--- src/rtl/countdown_timer_bcd.sv ---
// countdown_timer_bcd: M:SS BCD cook timer counting down once per second.
// Define DOOR_INTERLOCK_EN to add door_open, which pauses RUN and blocks start.
module countdown_timer_bcd #(
    parameter int TICKS_PER_SEC = 100
) (
    input  logic       clk,
    input  logic       rst,
    input  logic       load,
    input  logic [3:0] load_min,
    input  logic [3:0] load_sec_tens,
    input  logic [3:0] load_sec_ones,
    input  logic       start,
    input  logic       stop,
    input  logic       clear,
`ifdef DOOR_INTERLOCK_EN
    input  logic       door_open,
`endif
    output logic [3:0] min,
    output logic [3:0] sec_tens,
    output logic [3:0] sec_ones,
    output logic       running,
    output logic       done,
    output logic       load_err
);
    localparam int DW = $clog2(TICKS_PER_SEC);
    localparam logic [DW-1:0] DIV_MAX = DW'(TICKS_PER_SEC - 1);
    localparam logic [1:0] IDLE  = 2'd0;
    localparam logic [1:0] RUN   = 2'd1;
    localparam logic [1:0] PAUSE = 2'd2;
    localparam logic [1:0] DONE  = 2'd3;

    logic [1:0]    state_q, state_d;
    logic [DW-1:0] div_q, div_d;
    logic [3:0]    min_q, min_d, tens_q, tens_d, ones_q, ones_d;
    logic          running_q, running_d, done_q, done_d, err_q, err_d;
    logic          door, in_run, nonzero, load_ok, tick, last_sec, stop_req, start_req;

`ifdef DOOR_INTERLOCK_EN
    assign door = door_open;
`else
    assign door = 1'b0;
`endif

    // An open door acts like stop only while running; elsewhere it just blocks start.
    assign in_run    = state_q == RUN;
    assign stop_req  = stop | (door & in_run);
    assign start_req = start & ~door;
    assign nonzero   = |{min_q, tens_q, ones_q};
    assign load_ok   = load_min <= 4'd9 && load_sec_tens <= 4'd5 && load_sec_ones <= 4'd9;
    assign tick      = div_q == DIV_MAX;
    assign last_sec  = min_q == 4'd0 && tens_q == 4'd0 && ones_q == 4'd1;

    // start and load are dropped in RUN, so counting falls through to the last branch.
    always_comb begin
        state_d = state_q;
        div_d   = div_q;
        min_d   = min_q;
        tens_d  = tens_q;
        ones_d  = ones_q;
        done_d  = 1'b0;
        err_d   = 1'b0;
        if (clear) begin
            state_d = IDLE;
            div_d   = '0;
            min_d   = 4'd0;
            tens_d  = 4'd0;
            ones_d  = 4'd0;
        end else if (stop_req) begin
            state_d = in_run ? PAUSE : state_q;
        end else if (start_req && !in_run) begin
            if (nonzero) begin
                state_d = RUN;
                div_d   = state_q == PAUSE ? div_q : '0;
            end
        end else if (load && !in_run) begin
            if (load_ok) begin
                min_d   = load_min;
                tens_d  = load_sec_tens;
                ones_d  = load_sec_ones;
                div_d   = '0;
                state_d = state_q == DONE ? IDLE : state_q;
            end else begin
                err_d = 1'b1;
            end
        end else if (in_run) begin
            div_d = tick ? '0 : div_q + 1'b1;
            if (tick) begin
                if (ones_q != 4'd0) begin
                    ones_d = ones_q - 4'd1;
                end else if (tens_q != 4'd0) begin
                    ones_d = 4'd9;
                    tens_d = tens_q - 4'd1;
                end else if (min_q != 4'd0) begin
                    ones_d = 4'd9;
                    tens_d = 4'd5;
                    min_d  = min_q - 4'd1;
                end
                if (last_sec) begin
                    state_d = DONE;
                    done_d  = 1'b1;
                end
            end
        end
        running_d = state_d == RUN;
    end

    always_ff @(posedge clk) begin
        if (rst) begin
            state_q   <= IDLE;
            div_q     <= '0;
            min_q     <= 4'd0;
            tens_q    <= 4'd0;
            ones_q    <= 4'd0;
            running_q <= 1'b0;
            done_q    <= 1'b0;
            err_q     <= 1'b0;
        end else begin
            state_q   <= state_d;
            div_q     <= div_d;
            min_q     <= min_d;
            tens_q    <= tens_d;
            ones_q    <= ones_d;
            running_q <= running_d;
            done_q    <= done_d;
            err_q     <= err_d;
        end
    end

    assign min      = min_q;
    assign sec_tens = tens_q;
    assign sec_ones = ones_q;
    assign running  = running_q;
    assign done     = done_q;
    assign load_err = err_q;
endmodule

--- config.mk ---
export PLATFORM = sky130hd
export DESIGN_NAME = countdown_timer_bcd
export DESIGN_NICKNAME = d
export VERILOG_FILES = /design/src/rtl/countdown_timer_bcd.sv
export SDC_FILE = /design/constraint.sdc
export NUM_CORES = 1
export LEC_CHECK = 0
export ABC_AREA = 1
export CAP_MARGIN = 5
export CORE_AREA = 2 2 63 65
export DETAILED_ROUTE_END_ITERATION = 8
export DIE_AREA = 0 0 65 67
export GPL_TIMING_DRIVEN = 1
export PLACE_DENSITY_LB_ADDON = 0.1
export SLEW_MARGIN = 20
export SYNTH_ARGS = -nofsm -noshare
export SYNTH_HDL_FRONTEND = slang
export SYNTH_SLANG_ARGS = --single-unit
--- constraint.sdc ---
create_clock -name clk -period 2 [get_ports clk]
set_clock_uncertainty 0.2 [all_clocks]
set_input_delay 0.4 -clock clk [delete_from_list [all_inputs] [get_ports clk]]
set_output_delay 0.4 -clock clk [all_outputs]
set_load 0.02 [all_outputs]
Word-level counts from Yosys, hierarchy flattened
Index checks and enable logic that the tools add are counted.

storage, ports and cells
  logic and storage cells = 99
  register bits = 24
  output and inout bits = 15
  bits of input ports = 18

cells by class
  $lt $le $gt $ge = 3
  reduce and logical (&&, ||, !) cells = 26
  equal/unequal tests = 12
  multiplexer cells = 41
  bitwise operators = 5
  add/subtract/negate cells = 4

operator list
  kind                                                   count
  2-to-1 mux 4 bit                                       21
  2-to-1 mux 7 bit                                       7
  2-to-1 mux 2 bit                                       11
  nonzero test 4 bit                                     4
  OR reduction 12 bit                                    1
  subtractor 4 x 1 -> 4 bit, second input constant       3
  != test 2 bit, second input constant                   5
  less-or-equal comparator 4 bit, second input constant  2
  logical NOT 4 bit                                      2
  AND reduction 8 bit                                    1
  adder 7 x 1 -> 7 bit, second input constant            1
  == test 7 bit, second input constant                   1
  AND reduction 7 bit                                    1
  OR reduction 7 bit                                     1
  logical AND 1 bit                                      6
  AND reduction 6 bit                                    1
  nonzero test 2 bit                                     3
  nonzero test 3 bit                                     2
  NOT 1 bit                                              5
  AND reduction 5 bit                                    1
  OR reduction 5 bit                                     1
  == test 2 x 1 -> 1 bit, second input constant          2
  == test 2 bit, second input constant                   2
  == test 4 x 1 -> 1 bit, second input constant          1
  other kinds (5)                                        6

Depth between registers and ports, before layout
  depth after elaboration = 11
  mapped depth = 11
  gate-level depth less buffers = 11

Least setup slack after synthesis
OpenSTA, ideal clock, no wires.

  kind = reg2reg
  from = reg min_q[0], in the netlist min[0]
  to = reg ones_q[0], in the netlist sec_ones[0]
  arrival = 1,443 ps
  library setup time = 113 ps
  period minus slack after synthesis = 1,756 ps
  path buffers = 0
  setup slack = 244 ps
  required time = 1,687 ps
  cell stages (with the launch flop) = 11
  cell sequence = dfxtp_1 inv_1 ha_1 nand3_1 nor2_2 nand3_1 nand2_1 nor2_4 nand3_1 nand2_1 nor2_1

on the way
  word-level cells in the longest chain between the ends = 3

RTL lines
  element                        line  text
  start, declared                34    logic [3:0] min_q, min_d, tens_q, tens_d, ones_q, ones_d;
  start signal, assigned         120   min_q <= min_d;
  nonzero test 4 bit             93    end else if (min_q != 4'd0) begin
  nonzero test 4 bit (no line)   n/a
  AND reduction 6 bit (no line)  n/a
  end signal, assigned           122   ones_q <= ones_d;
  end, declared                  34

Every way passes these cells.
A chain may end at the register's enable or synchronous reset.

Final worst setup path
  from = reg tens_q[1], in the netlist sec_tens[1]
  to = out sec_tens[1]

RTL lines
  element                 line  text
  start, declared         34
  start signal, assigned  121   tens_q <= tens_d;
  end, declared           19    output logic [3:0] sec_tens,

No word-level cell between the ends.

==> flow_metrics.env <==
export IMPL_outcome="complete, no violations"
export IMPL_synth_top_area_share_pct=30.1
export IMPL_dr_total_vias=1699
export IMPL_clockPowerShare_pct=31.7
export IMPL_critPathCaptureType="primary output"
export IMPL_antenna_found_initial=0
export IMPL_initial_core_util_pct=44.3
export IMPL_ff_latch_area_um2=480
export IMPL_netSwitchingFraction_pct=26.4
export IMPL_clock_latency_ps=270
export IMPL_peakVddDrop_uv=215
export IMPL_drv_cap=0
export IMPL_max_freq_mhz=520
export IMPL_worst_path_buf_inv=1
export IMPL_firstDrtPassIters=4
export IMPL_grt_use_total_pct=19.3
export IMPL_drc=0
export IMPL_fin_crit_sh_pct=96.2
export IMPL_finish_net_count=329
export IMPL_fillers=355
export IMPL_path_cells="clkdlybuf4s50_1"
export IMPL_required_ps=1400
export IMPL_synth_nets=269
export IMPL_cts_reportedPaths_clkPinSlew_ps=80
export IMPL_rows=22
export IMPL_cts_buffers=3
export IMPL_worstSetupStartpointType="flip-flop"
export IMPL_max_stage_delay_ps=640
export IMPL_die_h_um=67
export IMPL_min_delay_path_class="flip-flop to flip-flop"
export IMPL_crit_type="flip-flop to primary output"
export IMPL_area_delta_synth_final_pct=40.3
export IMPL_netlist_area_mm2=0.00160
export IMPL_slew_violations=0
export IMPL_synth_seq_area_share_pct=30.1
export IMPL_netlist_top_cells_area="dfxtp_1 30%, nand2_1 10%, nor2_1 9.9%, inv_1 7.1%, nand3_1 6.6%"
export IMPL_grt_max_degree=16
export IMPL_vias_per_cell=4.79
export IMPL_worst_pin_slew_ps=268
export IMPL_crit_path_max_fanout=5
export IMPL_combPwrFrac_pct=21.3
export IMPL_drtIter0Drc=87
export IMPL_coreArea_mm2=0.00361
export IMPL_hold_buffers=0
export IMPL_clkSinkCount=24
export IMPL_ys_seq_elements=24
export IMPL_dpl_cell_area_mm2=0.00213
export IMPL_final_cell_area_mm2=0.00224
export IMPL_p_int_w=0.000767
export IMPL_netlist_instances=248
export IMPL_crit_family="buffers and inverters"
export IMPL_boundaryPins=33
export IMPL_ant_nets=0
export IMPL_cts_tree="built"
export IMPL_finalPower_w=0.00104
export IMPL_numPortBuffers=32
export IMPL_hold_viol_final=0
export IMPL_powerDensity_mw_per_mm2=465
export IMPL_min_period_ps=1920
export IMPL_dp_hpwl_mm=3.04
export IMPL_multi_input_area_um2=991
export IMPL_cp_slowest_cell="clkdlybuf4s50_1"
export IMPL_pwr_share_seq_pct=47.1
export IMPL_cts_root_buf="clkbuf_8"
export IMPL_drive_gt1_share_pct=19.9
export IMPL_dieArea_mm2=0.00436
export IMPL_grt_pass1_vias=1548
export IMPL_p_leak_nw=0.955
export IMPL_die_w_um=65
export IMPL_grt_ovfl_total=0
export IMPL_grt_pass1_wl_mm=6.67
export IMPL_ys_warn_count=0
export IMPL_slew_headroom_pct=82.1
export IMPL_htreeDepth=1
export IMPL_diodes=0
export IMPL_setup_viol=0
export IMPL_setup_tns_ps=0
export IMPL_cp_data_arrival_time_ps=1320
export IMPL_avgSynthCellArea_um2=6.44
export IMPL_wl_per_cell_um=11.1
export IMPL_cts_max_path_buffers=2
export IMPL_switching_power_w=0.000275
export IMPL_gp_congestion=0.817
export IMPL_totalWireLength_mm=3.95
export IMPL_synth_cell_types=31
export IMPL_yosysTopAreaCell="dfxtp_1"
## cells in the final DEF, fill, tap and decap left out
cell | Yosys | layout
nor2_1 | 42 | 42
nand2_1 | 43 | 42
inv_1 | 30 | 30
clkdlybuf4s50_1 | 0 | 30
buf_4 | 0 | 26
dfxtp_1 | 24 | 24
o21ai_0 | 20 | 19
nand3_1 | 21 | 18
a21oi_1 | 13 | 13
o21ai_1 | 7 | 7
nand3_2 | 3 | 6
nor2_2 | 5 | 4
inv_2 | 4 | 4
nor3_1 | 5 | 4
clkbuf_8 | 0 | 4
nor2_4 | 2 | 3
nand2_4 | 3 | 3
nand2_2 | 2 | 3
xor2_1 | 3 | 3
o21ai_2 | 1 | 2
a31oi_1 | 2 | 2
o21bai_1 | 2 | 2
nor3_2 | 1 | 2
xnor2_1 | 2 | 2
ha_1 | 3 | 2
dlymetal6s2s_1 | 0 | 2
nand3_4 | 1 | 1
nand4_1 | 1 | 1
or2_2 | 1 | 1
o22ai_1 | 1 | 1
o211ai_1 | 1 | 1
nor4_1 | 1 | 1
ha_2 | 0 | 1
clkbuf_2 | 0 | 1
## timing repair
item,in CTS,in global routing
pin swaps,0,3
endpoints found under the setup margin,9,21
gates resized for setup,1,10
setup buffers,0,3
## final timing paths
kind	end	from	slack, ps	depth (start not counted)
min	sec_tens[3]	sec_tens[3]	280	2
min reg2reg	sec_tens[3]	sec_tens[3]	280	2
max reg2reg	sec_ones[0]	div_q[0]	160	10
max	sec_tens[1]	sec_tens[1]	80	1
## per-stage QoR
| step | setup WS, ps | hold WS, ps | std cells | utilization [%] |
|---|---|---|---|---|
| floorplan | 244 | 241 | 248 | - |
| global placement | -357 | 259 | 348 | 59.0 |
| detailed placement | -335 | 265 | 348 | 59.0 |
| CTS | 16.7 | 279 | 352 | 60.5 |
| global route | -12.9 | 291 | 355 | 62.1 |
| finish | 76.9 | 275 | 355 | 62.1 |
## area by class of cell
| type | count | share of cell area (%) |
|---|---|---|
| inverter | 34 | 5.70 |
| multi-input combinational | 186 | 44.2 |
| timing repair buffer | 59 | 23.5 |
| tap | 48 | 2.68 |
| clock buffer | 4 | 2.46 |
| sequential | 24 | 21.5 |
## cell families after synthesis
| logic type | after synthesis | share of synthesized area (%) |
|---|---|---|
| AOI/OAI and AO/OA | 47 | 15.7 |
| xor gates and xnor gates | 5 | 2.74 |
| adders and majority gates | 3 | 2.35 |
| buffers and inverters | 38 | 9.95 |
| DFF | 24 | 30.1 |
| and+or+nand+nor | 131 | 39.2 |
## Yosys cell counts
library cell / n
nor2_1: 42
inv_2: 4
nand4_1: 1
o21ai_0: 20
nand3_2: 3
nand2_2: 2
nand2_1: 43
o21bai_1: 2
nor3_2: 1
or2_2: 1
a31oi_1: 2
nor3_1: 5
buf_2: 1
nand3_4: 1
buf_6: 2
nand2_4: 3
ha_1: 3
clkbuf_1: 1
nand3_1: 21
o21ai_2: 1
inv_1: 30
o211ai_1: 1
nor4_1: 1
xnor2_1: 2
o22ai_1: 1
nor2_2: 5
o21ai_1: 7
nor2_4: 2
xor2_1: 3
dfxtp_1: 24
a21oi_1: 13
## layer usage
layer | vias to the layer above | track usage (%) | share of wire (%)
met4 | 0 | 3.99 | 0.71
met1 | 749 | 25.2 | 50
li1 | 920 | - | -
met2 | 26 | 34.0 | 46
met5 | - | 0 | 0
met3 | 4 | 2.20 | 2.8
## flip-flops by register name, indices dropped and copies added (netlist names)
register / flops
div_q: 7
sec_ones: 4
min: 4
state_q: 2
running: 1
sec_tens: 4
load_err: 1
done: 1
## power by group through the flow
stage | Sequential, W | Clock [W] | Combinational (W)
floorplan | 0.000503 | 0 | 0.000111
global placement | 0.000502 | 0 | 0.000210
detailed placement | 0.000502 | 0 | 0.000211
CTS | 0.000491 | 0.000348 | 0.000213
global route | 0.000492 | 0.000364 | 0.000246
finish | 0.000491 | 0.000330 | 0.000221
No activity file was read; power rests on OpenSTA's default activity.
